## config.mk

```make
export PLATFORM = sky130hd
export DESIGN_NAME = stack_mem_port
export DESIGN_NICKNAME = d
export VERILOG_FILES = /design/src/rtl/stack_mem_port.sv
export SDC_FILE = /design/constraint.sdc
export NUM_CORES = 1
export LEC_CHECK = 0
export ABC_AREA = 1
export BUFFER_PORTS_ARGS = -buffer_cell sky130_fd_sc_hd__buf_2
export CAP_MARGIN = 5
export CORE_UTILIZATION = 54
export DETAILED_ROUTE_END_ITERATION = 6
export GPL_ROUTABILITY_DRIVEN = 1
export GPL_TIMING_DRIVEN = 0
export PLACE_DENSITY = 0.83
export SLEW_MARGIN = 15
export SYNTH_ARGS = -nofsm -noshare
export SYNTH_HDL_FRONTEND = slang
export SYNTH_SLANG_ARGS = --single-unit
```

## constraint.sdc

```tcl
create_clock -name clk -period 4.5 [get_ports clk]
set_input_delay 0.9 -clock clk [delete_from_list [all_inputs] [get_ports clk]]
set_output_delay 0.9 -clock clk [all_outputs]
set_load 0.02 [all_outputs]
```

## src/rtl/stack_mem_port.sv

```systemverilog
// stack_mem_port
// Stack-side access engine between the pipeline's push/pop requests and a
// 16-bit data memory. It owns an empty-descending stack pointer and splits
// each 32-bit stack word into two 16-bit memory beats. The HI half sits at
// the higher address.
//
// Ports
//   clk, rst          clock and synchronous active-high reset
//   req_valid/req_op  request handshake (req_op: 0 = pop, 1 = push)
//   push_data         word to push, sampled when the request is accepted
//   req_ready         high only while idle
//   pop_valid         one-cycle pulse; pop_data holds until the next pop
//   mem_*             single-port memory with a 1-cycle synchronous read
//   sp, count         stack pointer (next free location) and stored words
//   empty, full, err  status flags; err pulses on a rejected request
module stack_mem_port #(
  parameter int AW    = 10,
  parameter int DEPTH = 256
) (
  input  logic          clk,
  input  logic          rst,
  input  logic          req_valid,
  input  logic          req_op,
  input  logic [31:0]   push_data,
  output logic          req_ready,
  output logic          pop_valid,
  output logic [31:0]   pop_data,
  output logic [AW-1:0] mem_addr,
  output logic          mem_wr_en,
  output logic [15:0]   mem_wr_data,
  input  logic [15:0]   mem_rd_data,
  output logic [AW-1:0] sp,
  output logic [AW-1:0] count,
  output logic          empty,
  output logic          full,
  output logic          err
);

  typedef enum logic [2:0] {
    IDLE, PUSH_HI, PUSH_LO, POP_LO, POP_HI, POP_CAP
  } state_t;

  localparam logic [AW-1:0] ONE     = AW'(1);
  localparam logic [AW-1:0] TWO     = AW'(2);
  localparam logic [AW-1:0] DEPTH_C = AW'(DEPTH);

  state_t        state_q, state_d;
  logic [AW-1:0] sp_q, sp_d;
  logic [AW-1:0] count_q, count_d;
  logic [31:0]   wdata_q, wdata_d;
  logic [15:0]   lo_q, lo_d;
  logic [31:0]   pop_data_q, pop_data_d;
  logic          pop_valid_q, pop_valid_d;
  logic          err_q, err_d;

  always_ff @(posedge clk) begin
    if (rst) begin
      state_q     <= IDLE;
      sp_q        <= '1;
      count_q     <= '0;
      wdata_q     <= '0;
      lo_q        <= '0;
      pop_data_q  <= '0;
      pop_valid_q <= 1'b0;
      err_q       <= 1'b0;
    end else begin
      state_q     <= state_d;
      sp_q        <= sp_d;
      count_q     <= count_d;
      wdata_q     <= wdata_d;
      lo_q        <= lo_d;
      pop_data_q  <= pop_data_d;
      pop_valid_q <= pop_valid_d;
      err_q       <= err_d;
    end
  end

  always_comb begin
    state_d     = state_q;
    sp_d        = sp_q;
    count_d     = count_q;
    wdata_d     = wdata_q;
    lo_d        = lo_q;
    pop_data_d  = pop_data_q;
    pop_valid_d = 1'b0;
    err_d       = 1'b0;
    mem_addr    = sp_q;
    mem_wr_en   = 1'b0;
    mem_wr_data = 16'h0000;

    unique case (state_q)
      IDLE: begin
        if (req_valid) begin
          if (req_op) begin
            if (full) begin
              err_d = 1'b1;
            end else begin
              wdata_d = push_data;
              state_d = PUSH_HI;
            end
          end else begin
            if (empty) begin
              err_d = 1'b1;
            end else begin
              state_d = POP_LO;
            end
          end
        end
      end
      PUSH_HI: begin
        mem_addr    = sp_q;
        mem_wr_en   = 1'b1;
        mem_wr_data = wdata_q[31:16];
        state_d     = PUSH_LO;
      end
      PUSH_LO: begin
        mem_addr    = sp_q - ONE;
        mem_wr_en   = 1'b1;
        mem_wr_data = wdata_q[15:0];
        sp_d        = sp_q - TWO;
        count_d     = count_q + ONE;
        state_d     = IDLE;
      end
      POP_LO: begin
        mem_addr = sp_q + ONE;
        state_d  = POP_HI;
      end
      POP_HI: begin
        // Read data for the LO address issued last cycle arrives now.
        mem_addr = sp_q + TWO;
        lo_d     = mem_rd_data;
        state_d  = POP_CAP;
      end
      POP_CAP: begin
        // Keep the HI address on the bus; its data is arriving now.
        mem_addr    = sp_q + TWO;
        pop_data_d  = {mem_rd_data, lo_q};
        pop_valid_d = 1'b1;
        sp_d        = sp_q + TWO;
        count_d     = count_q - ONE;
        state_d     = IDLE;
      end
      default: state_d = IDLE;
    endcase
  end

  assign req_ready = (state_q == IDLE);
  assign pop_valid = pop_valid_q;
  assign pop_data  = pop_data_q;
  assign err       = err_q;
  assign sp        = sp_q;
  assign count     = count_q;
  assign empty     = (count_q == '0);
  assign full      = (count_q == DEPTH_C);

endmodule

```

==> results of run 1 <==
-- power breakdown --
part           internal [mW]  leakage, nW  switching [mW]
Clock                  0.270        0.109           0.350
Combinational          0.447         1.76           0.903
Sequential              1.07        0.845           0.132
Total                   1.78         2.72            1.38
-- worst paths after layout --
kind	from	to	slack [ns]	depth (start not counted)
worst min-delay path	pop_data[3]	pop_data[3]	0.49	2
worst min register to register	pop_data[3]	pop_data[3]	0.49	2
worst max register to register	state_q[0]	count[9]	2.01	14
worst max-delay path	sp[3]	mem_addr[8]	1.42	7
-- critical path, cell delays in order, from the launching register on --
cell and delay, ns:
dfxtp_1 0.44, inv_1 0.14, nor3_1 0.25, nand3_1 0.17, nor3_1 0.20, xor2_1 0.13
mux2_1 0.31, buf_2 0.16
-- routing by layer --
| metal | share of wire | global-route usage |
|---|---|---|
| met1 | 0.42 | 0.355 |
| met2 | 0.50 | 0.516 |
| met3 | 0.062 | 0.0419 |
| met4 | 0.020 | 0.117 |
| met5 | 0 | 0 |
-- logic make-up (layout without fill, tap and decap cells) --
family          count (synthesis)  in the layout
compound gates                145            145
xor+xnor                       10             10
fa+ha+maj                       4              4
buf+inv                        90            239
flops                         104            104
mux                             4              4
other cells                     1              1
simple gates                  309            309
-- through the flow --
| step | util | cell area (um^2) | hold WS [ns] | setup slack (ns) |
|---|---|---|---|---|
| floorplan | - | 4750 | 0.450 | 1.83 |
| global placement | 0.662 | 5550 | 0.458 | 1.87 |
| detailed placement | 0.662 | 5550 | 0.468 | 1.84 |
| CTS | 0.687 | 5760 | 0.492 | 1.41 |
| global route | 0.687 | 5760 | 0.515 | 1.26 |
| finish | 0.687 | 5760 | 0.487 | 1.42 |
-- cell usage in the layout (no fill, tap or decap), drive strengths merged, types with 2 or more instances in the layout --
master | synthesis | final
a21oi | 10 | 10
a31oi | 2 | 2
a32o | 16 | 16
buf | 15 | 148
clkbuf | 25 | 34
clkinv | 0 | 3
dfxtp | 104 | 104
ha | 4 | 4
inv | 50 | 53
mux2i | 3 | 3
nand2 | 77 | 77
nand3 | 28 | 28
nand4 | 8 | 8
nor2 | 185 | 185
nor3 | 7 | 7
nor4 | 2 | 2
o2111ai | 2 | 2
o211ai | 5 | 5
o21ai | 107 | 107
xor2 | 10 | 10
-- flip-flops by register name, summed over array words and instances, names as in the netlist --
signal,count
state_q,3
wdata_q,32
err,1
sp,9
count,10
pop_valid,1
pop_data,32
lo_q,16
-- layout make-up --
class                   instances  share of cell area
inverters                      50              0.0326
clock inverters                 7              0.0154
clock buffers                   9              0.0215
multi-input cells             473               0.397
well taps                     105              0.0228
repair buffers                133               0.116
plain buffers                  40              0.0334
flip-flops and latches        104               0.361
==> results.md, run 1 <==
- Worst-skew pair later-pin latency: 0.37 ns
- Starting density of the core: 0.567
- Fillers: 783
- Compound-gate portion of the synthesized area: 0.177
- Die height: 95.8 um
- Critical path capture point type: output pin
- Max Slew Vio Count: 0
- Initial DRC count: 278
- Remaining DRCs: 0
- Total track usage: 0.292
- P per Cell Area: 550 mW/mm^2
- H-tree depth: 3
- RSZ-0062 raised after global routing: no
- # resized after CTS: 0
- Synthesized cell area: 0.00475 mm^2
- Die area: 0.00918 mm^2
- Post-synth EDFFs: 0
- Critical path class: flop to output pin
- CP Data Required Time: 3.60 ns
- Warnings, synthesis: 0
- Largest family of logic cells by synthesized area: simple AND/OR/NAND/NOR gates
- Post-layout total power: 3.17 mW
- Root buf cell: clkbuf_8
- Max_cap viols: 0
- Placed cells: 905
- Post-route ant nets: 0
- Dominant cells by area after synthesis: dfxtp_1 44%, nor2_1 14%, o21ai_0 10%
- DRT Pass-1 Iters: 5
- XOR/XNOR Fraction of Synth Area: 0.0184
- Cell taking the most area after synthesis: dfxtp_1
- Setup_tns: 0 ns
- Vias in the first global route: 4,560
- Total core area: 0.00838 mm^2
- Min cycle time layout: 3.08 ns
- Final Setup Violations: 0
- Buffers on Ports: 133
- Vias after detailed routing: 5,040
- Slew headroom: 0.615
- Share of the synthesized area in the top cell type: 0.438
- Tightest Hold Check Type: flop to flop
- CTS tree: yes
- Final hold vios: 0
- Peak VDD IR: 0.000235 V
- Area of the multi-input gates: 0.00229 mm^2
- Drt wl/cell: 14.2 um
- Simple-Gate Fraction of Synth Area: 0.267
- Via density: roughly 5.5
- Main flop type after synthesis: dfxtp_1
- Final #Nets: slightly below 900
- Tcrit/Tclk final: 0.685
- Site row count: 33
- Ys async rst share: 0
- First-pass GRT wire length: 20.9 mm
- Worst-path clk slew: 0.11 ns
- Synth Instances: 667
- Most frequent cell after synthesis: nor2_1
- Unique masters post-synth: 35
- Worst Path Max Fanout: 6
- Diode count: 0
- Clk_skew: about 0.016 ns
- Sequential share of the synthesized area: 0.438
- Total gr overflow: 0
- Status: finished clean
- Adder-cell share of the synthesized area: 0.0105
- Synth-to-Final Area Change: 21.2%
- Total wire length: 13.0 mm
- Crit path arrival time: 2.18 ns
- Non-filler cells, final: 921
- Layout cells sized above 1: 0.222
- Syn_area_per_cell: 7.12 um^2
- Cts hold-fix bufs: 0
- Total clock sinks: between 100 and 150
- Clock Path Buffers: 2
- Post-CTS Setup Inserts: 0
- Critical path startpoint category: flop
- Measured slew at the worst slew-check pin: 0.578 ns
- Post-synth top cells: 181 x nor2_1, 104 x dfxtp_1, 98 x o21ai_0
- Largest net degree at the start of global routing: 20
- Max Fclk: 0.324 GHz
- IO Pins: 136
- Initial antenna violation count: 0
- Global placer's final weighted congestion: 0.931
- Reg area: 0.00208 mm^2
- P_leak: about 2.7 nW
- DIE WIDTH: between 90 and 100 um
- DP HPWL: 9.81 mm
- Total CTS buffers: 9
- Syn Nets: about 720
- Synth Register Bits: 104
- Proportion of synthesized area in mux cells: 0.00869
No activity file was read; power rests on OpenSTA's default activity.
==> run 2: changes to the inputs <==
CORE_UTILIZATION = 47   (was 54)
PLACE_DENSITY = 0.76   (was 0.83)
clock period = 2.75 ns   (was 4.5 ns; I/O delays follow)
==> results.md, run 2 (synthesized netlist as in run 1, its figures left out) <==
- Total gr overflow: 0
- Crit. path cell count: 7
- Total core area: 0.00977 mm^2
- Die height: 103 um
- Tightest Hold Check Type: input pin to flop
- Slew headroom: 0.641
- First-pass GRT wire length: 20.8 mm
- DIE WIDTH: 103 um
- Placed cells: 933
- Total clock sinks: 104
- Max_cap viols: 0
- DP HPWL: ~9.8 mm
- Crit path cell chain: inv_1 -> nor3_4 -> nand3_1 -> nor3_1 -> xor2_1 -> mux2_1 -> buf_2
- Buf+Inv Stages, Crit Path: 2
- CP endpoint: mem_addr[8]
- Reg2reg end: count[8]
- IO Pins: 136
- Final hold vios: 0
- Worst-skew pair later-pin latency: 0.38 ns
- Post-CTS Setup Inserts: 0
- Site row count: 36
- CP Data Required Time: around 2.2 ns
- Post-route ant nets: 0
- Crit path arrival time: 2.09 ns
- Critical path capture point type: output pin
- Clk_skew: 0.00921 ns
- RR Startpoint: state_q[1]
- Reg2reg setup slack: 0.59 ns
- CP peak stage delay: about 0.40 ns
- Total track usage: 0.255
- Final #Nets: 866
- Critical path startpoint category: flop
- Worst Setup SP: sp[1]
- H-tree depth: 3
- Remaining DRCs: 0
- Final Setup Violations: 0
- Critical path's slowest cell: dfxtp_1
- Cts hold-fix bufs: 0
- Global placer's final weighted congestion: 0.896
- Peak VDD IR: around 0.00056 V
- Most frequent cells in the layout: 180 x nor2_1, 140 x buf_2, 104 x dfxtp_1
- Status: finished clean
- Tcrit/Tclk final: 0.961
- Worst Path Max Fanout: 6
- Synth-to-Final Area Change: 22.5%
- WHS: 0.416 ns
- Vias after detailed routing: 4,966
- P per Cell Area: roughly 900 mW/mm^2
- Drt wl/cell: 13.7 um
- Total wire length: between 10 and 15 mm
- RSZ-0062 raised after global routing: yes
- Total CTS buffers: 9
- CP delay by family, top: simple AND/OR/NAND/NOR gates
- Worst-path clk slew: around 0.090 ns
- Commonest non-fill, non-tap cell in the layout: nor2_1
- Min cycle time layout: 2.64 ns
- DRT Pass-1 Iters: 4
- Fillers: 949
- R2R cell count: 19
- Root buf cell: clkbuf_8
- Non-filler cells, final: 948
- Starting density of the core: 0.486
- Max Fclk: between 0.3 and 0.4 GHz
- Clock Path Buffers: 2
- Initial antenna violation count: 0
- Critical path class: flop to output pin
- Layout cells sized above 1: 0.226
- Via density: 5.24
- Buffers on Ports: 133
- Measured slew at the worst slew-check pin: between 0.5 and 0.6 ns
- Die area: 0.0105 mm^2
- Max Slew Vio Count: 0
- Diode count: 0
- Largest net degree at the start of global routing: 18
- CTS tree: yes
- Initial DRC count: 247
- Vias in the first global route: 4,441
- P_leak: between 2 and 3 nW
==> run 2: tightest hold or removal path, cell delays in order <==
cell	delay, ns
buf_2	0.07
o21ai_0	0.07
nor2_1	0.07
==> run 2: cell type report <==
class	instances	area (um^2)	share of cell area
plain buffers	39	191	0.0329
clock buffers	11	131	0.0226
clock inverters	5	87.6	0.0150
inverters	50	188	0.0322
multi-input cells	473	2310	0.397
flip-flops and latches	104	2080	0.358
well taps	133	166	0.0286
repair buffers	133	666	0.114
==> run 2: repair_timing <==
action	4_1_cts	5_1_grt
hold endpoints to repair	0	0
endpoints found under the setup margin	0	19
resized for setup	0	8
==> run 2: layer usage <==
layer | GRT usage | routed length [um]
met1 | 0.325 | 5670
met2 | 0.436 | 6250
met3 | 0.0488 | 934
met4 | 0.0802 | 169
met5 | 0 | 0
==> run 2: metrics by stage <==
step	setup TNS (ns)	util	instance area, um^2	power, mW	setup slack (ns)
2_1_floorplan	0	-	4750	3.52	0.426
3_3_place_gp	0	0.571	5580	4.13	0.286
3_5_place_dp	0	0.571	5580	4.19	0.280
4_1_cts	0	0.594	5800	5.24	0.00453
5_1_grt	-0.0429	0.595	5820	5.64	-0.0429
6_report	0	0.595	5820	5.28	0.107
==> run 2: power breakdown <==
part / switching (mW) / internal [mW]
clock network: 0.556 / 0.524
registers: 0.212 / 1.75
logic: 1.49 / 0.746
total: 2.26 / 3.02
==> run 2: worst min path at each step <==
| stage | slack [ns] | endpoint | cells past startpoint | from |
|---|---|---|---|---|
| floorplan | 0.45 | lo_q[0] | 2 | lo_q[0] |
| global placement | 0.46 | lo_q[7] | 2 | lo_q[7] |
| detailed placement | 0.47 | pop_data[20] | 2 | pop_data[20] |
| CTS | 0.42 | wdata_q[16] | 3 | push_data[16] |
| global route | 0.44 | wdata_q[1] | 3 | push_data[1] |
| finish | 0.42 | wdata_q[16] | 3 | push_data[16] |
